File: src/rtl/mem_arb_pkg.sv
// Shared types and constants for the two-client RAM arbiter/controller.
package mem_arb_pkg;

  typedef enum logic [1:0] {
    IDLE  = 2'd0,
    LOCK0 = 2'd1,
    LOCK1 = 2'd2,
    INIT  = 2'd3
  } arb_state_t;

  localparam int CLI0 = 0;
  localparam int CLI1 = 1;

  localparam int ADDR_W_DEF = 6;
  localparam int DATA_W_DEF = 32;

endpackage

File: src/rtl/rr_arb2.sv
// Two-input round-robin arbiter with a one-bit preference pointer (0 favours client 0).
module rr_arb2
  import mem_arb_pkg::*;
(
  input  logic       i_clk,
  input  logic       i_rst,
  input  logic [1:0] i_req,
  input  logic       i_hold,
  input  logic       i_upd_en,
  input  logic       i_upd_ptr,
  output logic [1:0] o_gnt
);

  logic r_ptr;

  always_comb begin
    o_gnt = 2'b00;
    if (i_req[CLI0] && i_req[CLI1]) begin
      o_gnt[CLI0] = ~r_ptr;
      o_gnt[CLI1] = r_ptr;
    end else begin
      o_gnt = i_req;
    end
  end

  // A contested grant hands preference to the loser; a lock release forces it explicitly.
  always_ff @(posedge i_clk or posedge i_rst) begin
    if (i_rst) begin
      r_ptr <= 1'b0;
    end else if (i_upd_en) begin
      r_ptr <= i_upd_ptr;
    end else if (!i_hold && i_req[CLI0] && i_req[CLI1]) begin
      r_ptr <= ~r_ptr;
    end else begin
      r_ptr <= r_ptr;
    end
  end

endmodule

File: src/rtl/mem_arbiter_ctrl.sv
// Two-client round-robin controller for a single-port RAM with lock and 2-cycle read return.
// Optional power-up clear sweep enabled by defining MEM_ARB_INIT_CLEAR_EN.
module mem_arbiter_ctrl
  import mem_arb_pkg::*;
#(
  parameter int                ADDR_W     = ADDR_W_DEF,
  parameter int                DATA_W     = DATA_W_DEF,
  parameter logic [DATA_W-1:0] INIT_VALUE = '0
) (
  input  logic              mem_clk,
  input  logic              mem_rst,
  input  logic              c0_req,
  input  logic              c0_we,
  input  logic              c0_lock,
  input  logic [ADDR_W-1:0] c0_addr,
  input  logic [DATA_W-1:0] c0_wdata,
  input  logic              c1_req,
  input  logic              c1_we,
  input  logic              c1_lock,
  input  logic [ADDR_W-1:0] c1_addr,
  input  logic [DATA_W-1:0] c1_wdata,
  output logic              c0_gnt,
  output logic              c1_gnt,
  output logic              c0_rvalid,
  output logic              c1_rvalid,
  output logic [DATA_W-1:0] c0_rdata,
  output logic [DATA_W-1:0] c1_rdata,
  output logic [ADDR_W-1:0] mc_address_mem,
  output logic [DATA_W-1:0] mc_data_mem,
  output logic              mc_we_mem,
  input  logic [DATA_W-1:0] mem_data_out,
  output logic              mc_busy
);

  arb_state_t        r_state;
  arb_state_t        w_state_nxt;
  logic [1:0]        w_req;
  logic [1:0]        w_gnt;
  logic              w_any_gnt;
  logic              w_hold;
  logic              w_release;
  logic              w_rel_ptr;
  logic              w_cmd_we;
  logic [ADDR_W-1:0] w_cmd_addr;
  logic [DATA_W-1:0] w_cmd_wdata;
  logic [ADDR_W-1:0] r_addr_hold;
  logic [DATA_W-1:0] r_data_hold;
  logic              r_p1_valid;
  logic              r_p1_tag;
  logic              w_init_wr;
  logic              w_init_last;
  logic [ADDR_W-1:0] w_init_addr;

`ifdef MEM_ARB_INIT_CLEAR_EN
  localparam arb_state_t RST_STATE = INIT;
  logic [ADDR_W-1:0] r_init_cnt;

  assign w_init_wr   = (r_state == INIT) & ~mem_rst;
  assign w_init_addr = r_init_cnt;
  assign w_init_last = (r_init_cnt == {ADDR_W{1'b1}});

  // Sweep address counter; restarts from zero on every reset.
  always_ff @(posedge mem_clk or posedge mem_rst) begin
    if (mem_rst) begin
      r_init_cnt <= '0;
    end else if (r_state == INIT) begin
      r_init_cnt <= r_init_cnt + {{(ADDR_W-1){1'b0}}, 1'b1};
    end else begin
      r_init_cnt <= r_init_cnt;
    end
  end
`else
  localparam arb_state_t RST_STATE = IDLE;
  assign w_init_wr   = 1'b0;
  assign w_init_addr = '0;
  assign w_init_last = 1'b1;
`endif

  // Requests seen by the arbiter: only the lock owner while locked, nobody in reset or INIT.
  always_comb begin
    w_req = 2'b00;
    if (mem_rst) begin
      w_req = 2'b00;
    end else begin
      case (r_state)
        IDLE:    w_req = {c1_req, c0_req};
        LOCK0:   w_req = {1'b0, c0_req};
        LOCK1:   w_req = {c1_req, 1'b0};
        default: w_req = 2'b00;
      endcase
    end
  end

  assign w_hold    = (r_state != IDLE);
  assign w_release = ((r_state == LOCK0) || (r_state == LOCK1)) && (w_state_nxt == IDLE);
  assign w_rel_ptr = (r_state == LOCK0);

  rr_arb2 u_rr_arb2 (
    .i_clk     (mem_clk),
    .i_rst     (mem_rst),
    .i_req     (w_req),
    .i_hold    (w_hold),
    .i_upd_en  (w_release),
    .i_upd_ptr (w_rel_ptr),
    .o_gnt     (w_gnt)
  );

  assign w_any_gnt   = |w_gnt;
  assign c0_gnt      = w_gnt[CLI0];
  assign c1_gnt      = w_gnt[CLI1];
  assign w_cmd_we    = w_gnt[CLI1] ? c1_we    : c0_we;
  assign w_cmd_addr  = w_gnt[CLI1] ? c1_addr  : c0_addr;
  assign w_cmd_wdata = w_gnt[CLI1] ? c1_wdata : c0_wdata;
  assign mc_busy     = (r_state != IDLE);

  // Lock FSM next-state.
  always_comb begin
    w_state_nxt = r_state;
    case (r_state)
      IDLE: begin
        if (w_gnt[CLI0] && c0_lock) begin
          w_state_nxt = LOCK0;
        end else if (w_gnt[CLI1] && c1_lock) begin
          w_state_nxt = LOCK1;
        end else begin
          w_state_nxt = IDLE;
        end
      end
      LOCK0:   w_state_nxt = (c0_req && c0_lock) ? LOCK0 : IDLE;
      LOCK1:   w_state_nxt = (c1_req && c1_lock) ? LOCK1 : IDLE;
      INIT:    w_state_nxt = w_init_last ? IDLE : INIT;
      default: w_state_nxt = IDLE;
    endcase
  end

  // State register.
  always_ff @(posedge mem_clk or posedge mem_rst) begin
    if (mem_rst) begin
      r_state <= RST_STATE;
    end else begin
      r_state <= w_state_nxt;
    end
  end

  // RAM port drive: idle cycles replay the last address with write disabled.
  always_comb begin
    mc_we_mem      = 1'b0;
    mc_address_mem = r_addr_hold;
    mc_data_mem    = r_data_hold;
    if (w_init_wr) begin
      mc_we_mem      = 1'b1;
      mc_address_mem = w_init_addr;
      mc_data_mem    = INIT_VALUE;
    end else if (w_any_gnt) begin
      mc_we_mem      = w_cmd_we;
      mc_address_mem = w_cmd_addr;
      mc_data_mem    = w_cmd_wdata;
    end else begin
      mc_we_mem      = 1'b0;
    end
  end

  // Last issued address/data, held on idle cycles.
  always_ff @(posedge mem_clk or posedge mem_rst) begin
    if (mem_rst) begin
      r_addr_hold <= '0;
      r_data_hold <= INIT_VALUE;
    end else if (w_init_wr || w_any_gnt) begin
      r_addr_hold <= mc_address_mem;
      r_data_hold <= mc_data_mem;
    end else begin
      r_addr_hold <= r_addr_hold;
      r_data_hold <= r_data_hold;
    end
  end

  // Read return: stage 1 tracks the RAM access, stage 2 captures RAM data per client.
  always_ff @(posedge mem_clk or posedge mem_rst) begin
    if (mem_rst) begin
      r_p1_valid <= 1'b0;
      r_p1_tag   <= 1'b0;
      c0_rvalid  <= 1'b0;
      c1_rvalid  <= 1'b0;
      c0_rdata   <= '0;
      c1_rdata   <= '0;
    end else begin
      r_p1_valid <= w_any_gnt & ~w_cmd_we;
      r_p1_tag   <= w_gnt[CLI1];
      c0_rvalid  <= r_p1_valid & ~r_p1_tag;
      c1_rvalid  <= r_p1_valid & r_p1_tag;
      c0_rdata   <= (r_p1_valid && !r_p1_tag) ? mem_data_out : c0_rdata;
      c1_rdata   <= (r_p1_valid && r_p1_tag)  ? mem_data_out : c1_rdata;
    end
  end

endmodule

File: config.mk
export PLATFORM = sky130hd
export DESIGN_NAME = mem_arbiter_ctrl
export DESIGN_NICKNAME = d
export VERILOG_FILES = /design/src/rtl/mem_arb_pkg.sv /design/src/rtl/rr_arb2.sv /design/src/rtl/mem_arbiter_ctrl.sv
export SDC_FILE = /design/constraint.sdc
export NUM_CORES = 1
export LEC_CHECK = 0
export BUFFER_PORTS_ARGS = -buffer_cell sky130_fd_sc_hd__clkbuf_2
export CORE_AREA = 2 2 125 127
export DETAILED_ROUTE_END_ITERATION = 12
export DIE_AREA = 0 0 127 129
export GPL_ROUTABILITY_DRIVEN = 0
export MAX_ROUTING_LAYER = met4
export PLACE_DENSITY = 0.6
export SYNTH_ARGS = -nofsm -noshare
export SYNTH_HDL_FRONTEND = slang
export SYNTH_HIERARCHICAL = 1
export SYNTH_SLANG_ARGS = --single-unit
File: constraint.sdc
create_clock -name mem_clk -period 3.1 [get_ports mem_clk]
set_input_delay 0.31 -clock mem_clk [delete_from_list [all_inputs] [get_ports mem_clk]]
set_output_delay 0.31 -clock mem_clk [all_outputs]
set_load 0.01 [all_outputs]
* Yosys cells after proc, flatten, opt, wreduce, memory -nomap -nowiden
Index checks and enable logic that the tools add are counted.
** Cells by class
- Add/sub/neg operators :: 0
- $mul :: 0
- Div/mod/pow operators :: 0
- Order comparisons :: 0
- Equality and inequality tests :: 3
- Shift-type cells :: 0
- Mux-type cells :: 16
- Bitwise logic cells :: 6
- Reductions and logical operators :: 18
** Operator list (count)
- $mux W32 :: 2
- $mux W6 :: 2
- $logic_and A1 B1 Y1 :: 10
- $mux W2 :: 5
- $pmux W2 S4 :: 1
- $pmux W2 S3 :: 1
- $mux W1 :: 5
- $eq A2 B2 Y1 const B :: 2
- $logic_not A2 Y1 :: 2
- $reduce_bool A2 Y1 :: 2
- $and A1 B1 Y1 :: 3
- $not A1 Y1 :: 3
- $eq A2 B1 Y1 const B :: 1
- $logic_not A1 Y1 :: 2
- $reduce_or A2 Y1 :: 1
- $logic_or A1 B1 Y1 :: 1
** Storage, ports and cells
- Bits in registers :: 109
- Latch bits :: 0
- RAM bits :: 0
- Bits in read-only memories :: 0
- Bits of input ports :: 116
- Output and inout bits :: 108
- Logic and storage cells :: 53
- Memories kept :: 0

* Logic depth before layout (Yosys ltp)
- Depth after elaboration :: 12
- Mapped depth :: 11
- Depth with buffers taken out :: 9

* Hierarchy
The synthesis kept the hierarchy.
** Modules (own cells, without submodules)
- mem_arbiter_ctrl :: instances 1, cells each 380, area an instance 4838.4 um^2, sequential area each 2702.6 um^2
- rr_arb2 :: instances 1, cells each 9, area an instance 72.6 um^2, sequential area each 25.0 um^2

* Worst setup path after synthesis
OpenSTA, ideal clock, no wires.
- Path type :: register to output
- From :: register r_state[0]
- To :: output mc_address_mem[0]
- Arrival :: 2057 ps
- Path slack :: 733 ps
- Stages on the path, launching flop included :: 10
- Path through :: dfrtp_1 > inv_1 > ha_1 > o211a_1 > a21boi_0 > buf_2 > buf_4 > buf_2 > nand2_1 > o21ai_0
** On the way
- Cells in the longest elaborated chain, start to end :: 7
** RTL lines
- start, declared :: RTL line mem_arbiter_ctrl.sv:35 : arb_state_t r_state;
- start signal, assigned :: RTL line mem_arbiter_ctrl.sv:141 : r_state <= w_state_nxt;
- $eq A2 B2 Y1, or another cell as far along :: RTL line mem_arbiter_ctrl.sv:85 : case (r_state)
- $pmux W2 S3 (*) :: RTL line mem_arbiter_ctrl.sv:85
- $mux W2 (*) :: RTL line mem_arbiter_ctrl.sv:82 : if (mem_rst) begin
- named net w_req[0] :: RTL line mem_arbiter_ctrl.sv:37 : logic [1:0] w_req;
- $logic_and A1 B1 Y1 (*) :: RTL line rr_arb2.sv:18 : if (i_req[CLI0] && i_req[CLI1]) begin
- $mux W2 (*) :: RTL line rr_arb2.sv:18
- named net c1_gnt :: RTL line mem_arbiter_ctrl.sv:23 : output logic c1_gnt,
- $mux W6 or $reduce_or A2 Y1 (tied branches) :: RTL line mem_arbiter_ctrl.sv:112, mem_arbiter_ctrl.sv:108
- $mux W6 (*) :: RTL line mem_arbiter_ctrl.sv:154 : end else if (w_any_gnt) begin
- end, declared :: RTL line mem_arbiter_ctrl.sv:28 : output logic [ADDR_W-1:0] mc_address_mem,
The timed path passes the listed nets; every way through them passes the cells marked *.

* Final worst setup path
- From :: input mem_rst
- To :: output mc_data_mem[16]
** On the way
- Cells in the longest elaborated chain, start to end :: 5
** RTL lines
- start, declared :: RTL line mem_arbiter_ctrl.sv:11 : input logic mem_rst,
- $mux W2 (*) :: RTL line mem_arbiter_ctrl.sv:82
- named net w_req[0] :: RTL line mem_arbiter_ctrl.sv:37
- $logic_and A1 B1 Y1 :: RTL line rr_arb2.sv:18
- $mux W2 (*) :: RTL line rr_arb2.sv:18
- $mux W32 or $reduce_or A2 Y1 (tied branches) :: RTL line mem_arbiter_ctrl.sv:113, mem_arbiter_ctrl.sv:108
- $mux W32 (*) :: RTL line mem_arbiter_ctrl.sv:154
- end, declared :: RTL line mem_arbiter_ctrl.sv:29 : output logic [DATA_W-1:0] mc_data_mem,
Marked as above.

==> flow_summary.json <==
{
  "cts_resized": 0,
  "grt_pass1_wl_um": 18600,
  "p_clk_frac": 0.216,
  "multi_input_area_um2": 1980,
  "syn_area_um2": 4910,
  "grt.overflow.total": 0,
  "final_cell_mix": "clkbuf_2 (223), dfrtp_1 (109), o21ai_0 (77)",
  "p_leak_nw": 3.18,
  "cts_inserted_buffers": 9,
  "die_area_um2": 16400,
  "drtIter0Drc": 123,
  "final_common_cell": "clkbuf_2",
  "io_pins": 224,
  "ys_ff_latch": 109,
  "grt_max_degree": 119,
  "met3_usage": 0.0349,
  "postPlaceCellArea_um2": 6160,
  "slew_viol_final": 0,
  "clkSinkCount": 109,
  "run_status": "complete, no violations",
  "setup_slack_ns": 0.250,
  "clock_path_buffers": 2,
  "initial_core_util": 0.328,
  "cts_root_buffer": "clkbuf_16",
  "rsz0062_at_grt": "no",
  "clock_skew_ns": 0.00603,
  "powerDensity_nw_per_um2": 764,
  "antennaDiodeCount": 0,
  "fp.coreArea_um2": 15000,
  "core.rowCount": 45,
  "avgSynthCellArea_um2": 12.6,
  "worstPathRequired_ns": 2.79,
  "synthDistinctLibCells": 26,
  "relSlewSlack": 0.418,
  "clock_latency_ns": 0.34,
  "drc": 0,
  "h-tree-depth": 3,
  "synth.area.top_cells": "dfrtp_1 (56%), mux2_4 (8.9%), mux2_2 (8.0%), o21ai_0 (7.8%), mux2i_1 (7.7%)",
  "setup_viol": 0,
  "crit_type": "in2out",
  "drt-pass1-iter-count": 5,
  "die_x_um": 127,
  "crit_fanout": 40,
  "cp.arrival_ns": 2.54,
  "worst_pin_slew_ns": 0.874,
  "finalCritPeriodShare": 0.919,
  "combPwrFrac": 0.347,
  "ir_worst_vdd_mv": 0.273,
  "place_ws_ns": 0.697,
  "wl_per_cell_um": 14.6,
  "fillers": 1436,
  "pwr-share-seq": 0.438,
  "io_buffers": 223,
  "stdcell_area_um2": 6440,
  "vias_per_cell": 4.67,
  "drive_gt1_frac": 0.515,
  "dp.final_hpwl_um": 8720,
  "final-seq-area_um2": 2730,
  "total_power_mw": 4.92,
  "synth_cells": 389,
  "yosysWarnings": 6,
  "p_sw_mw": 1.59,
  "internal-power_mw": 3.33,
  "min_period_ns": 2.85,
  "holdCritPathClass": "in2reg",
  "fin_hold_ws_ns": 0.163,
  "start_kind": "primary input",
  "holdBufCountCts": 1,
  "fmax_ghz": 0.351,
  "vias": 3726,
  "setup.worst_path.end_class": "output port",
  "nets": 726,
  "synth_area_leader_cell": "dfrtp_1",
  "synthToLayoutAreaGrowth_pct": 31.2,
  "hold_violations": 0,
  "syn-num-nets": 510,
  "use_met2": 0.222,
  "cts_tree": "built",
  "final.setup.tns_ns": 0,
  "grt_pass1_vias": 3755,
  "top_usage_layer": "met2",
  "antenna_found_initial": 0,
  "grtUsageMet1": 0.195,
  "die_height_um": 129,
  "p_sw_frac": 0.323,
  "ys_seq_area_frac": 0.555,
  "maxCapViolations": 0,
  "routed_wl_um": 11600,
  "synth.top_cell.area_share": 0.555,
  "detail-route-antenna-nets": 0,
  "cts_setup_buffers": 0,
  "clk_pin_slew_worst_paths_ns": 0.07,
  "track_usage": 0.147
}
[cells by family (layout without fill, tap and decap cells)]
logic type	after synthesis	in the layout	synth area share
flip-flops	109	109	0.555
multiplexers	102	102	0.246
AO/OA/AOI/OAI	85	85	0.0902
AND/OR/NAND/NOR	54	54	0.0471
buffers and inverters	33	254	0.0464
adder cells (fa/ha/maj)	5	5	0.0127
XOR/XNOR	1	1	0.00178
[synthesized netlist by cell type]
cell,n
o21ai_0,77
and2_1,2
xnor2_1,1
a21boi_0,2
mux2_4,29
nor2b_4,1
a21oi_1,1
buf_12,3
nand2_2,1
o22ai_1,2
mux2i_1,38
o21ai_1,1
o211a_1,2
ha_1,5
buf_6,4
buf_2,5
buf_4,5
mux2_2,35
nor2_1,1
nand3b_1,1
nand4b_1,1
nand3_1,2
nand2_1,45
clkbuf_1,8
dfrtp_1,109
inv_1,8
[flip-flops by register name, indices dropped and copies added (netlist names)]
register / count
r_state: 2
r_p1_valid: 1
r_data_hold: 32
u_rr_arb2/r_ptr: 1
c1_rvalid: 1
c0_rdata: 32
c0_rvalid: 1
c1_rdata: 32
r_addr_hold: 6
r_p1_tag: 1
[metrics by stage]
stage | utilization | std cells
after detailed placement | 0.411 | 781
after global routing | 0.430 | 798
final | 0.430 | 798
after CTS | 0.430 | 798
after global placement | 0.411 | 781
after floorplan | - | 389
[routing by layer]
layer  vias to the layer above  share of wire
met3                        10          0.080
met4                         0          0.013
met5                         -              0
met1                      1745           0.46
met2                       189           0.45
li1                       1782              -
[worst max-delay path, cell delays in order]
cell and delay (ns):
dlygate4sd3_1 0.53, clkbuf_2 0.14, nor2_1 0.15, o211a_1 0.26, a21boi_4 0.27, buf_12 0.29
mux2i_1 0.26, o21ai_0 0.12, clkbuf_2 0.16
[path summary, 6_finish.rpt]
check | endpoint | startpoint | cells after the start | slack, ns
setup / recovery | mc_data_mem[16] | mem_rst | 9 | 0.25
hold / removal | r_p1_valid | c0_we | 2 | 0.16
setup reg to reg | r_addr_hold[0] | r_state[0] | 7 | 0.99
hold reg to reg | c1_rdata[3] | c1_rdata[3] | 1 | 0.50
max in group asynchronous | c0_rdata[15] | mem_rst | 4 | 1.68
min in group asynchronous | u_rr_arb2/r_ptr | mem_rst | 3 | 0.39
[power groups by stage]
stage / clock [mW] / sequential, mW / combinational, mW
after floorplan: 0 / 2.31 / 0.853
after global placement: 0 / 2.16 / 1.71
after detailed placement: 0 / 2.18 / 1.73
after CTS: 1.12 / 2.16 / 1.73
after global routing: 1.16 / 2.21 / 1.87
final: 1.06 / 2.16 / 1.71
[layout make-up]
class | instances | share of cell area
Timing Repair Buffer | 230 | 0.186
Clock buffer | 9 | 0.0350
Sequential cell | 109 | 0.423
Tap cell | 188 | 0.0365
Clock inverter | 7 | 0.00738
Inverter | 8 | 0.00524
Multi-Input combinational cell | 247 | 0.307
(Power assumes the default switching activity.)
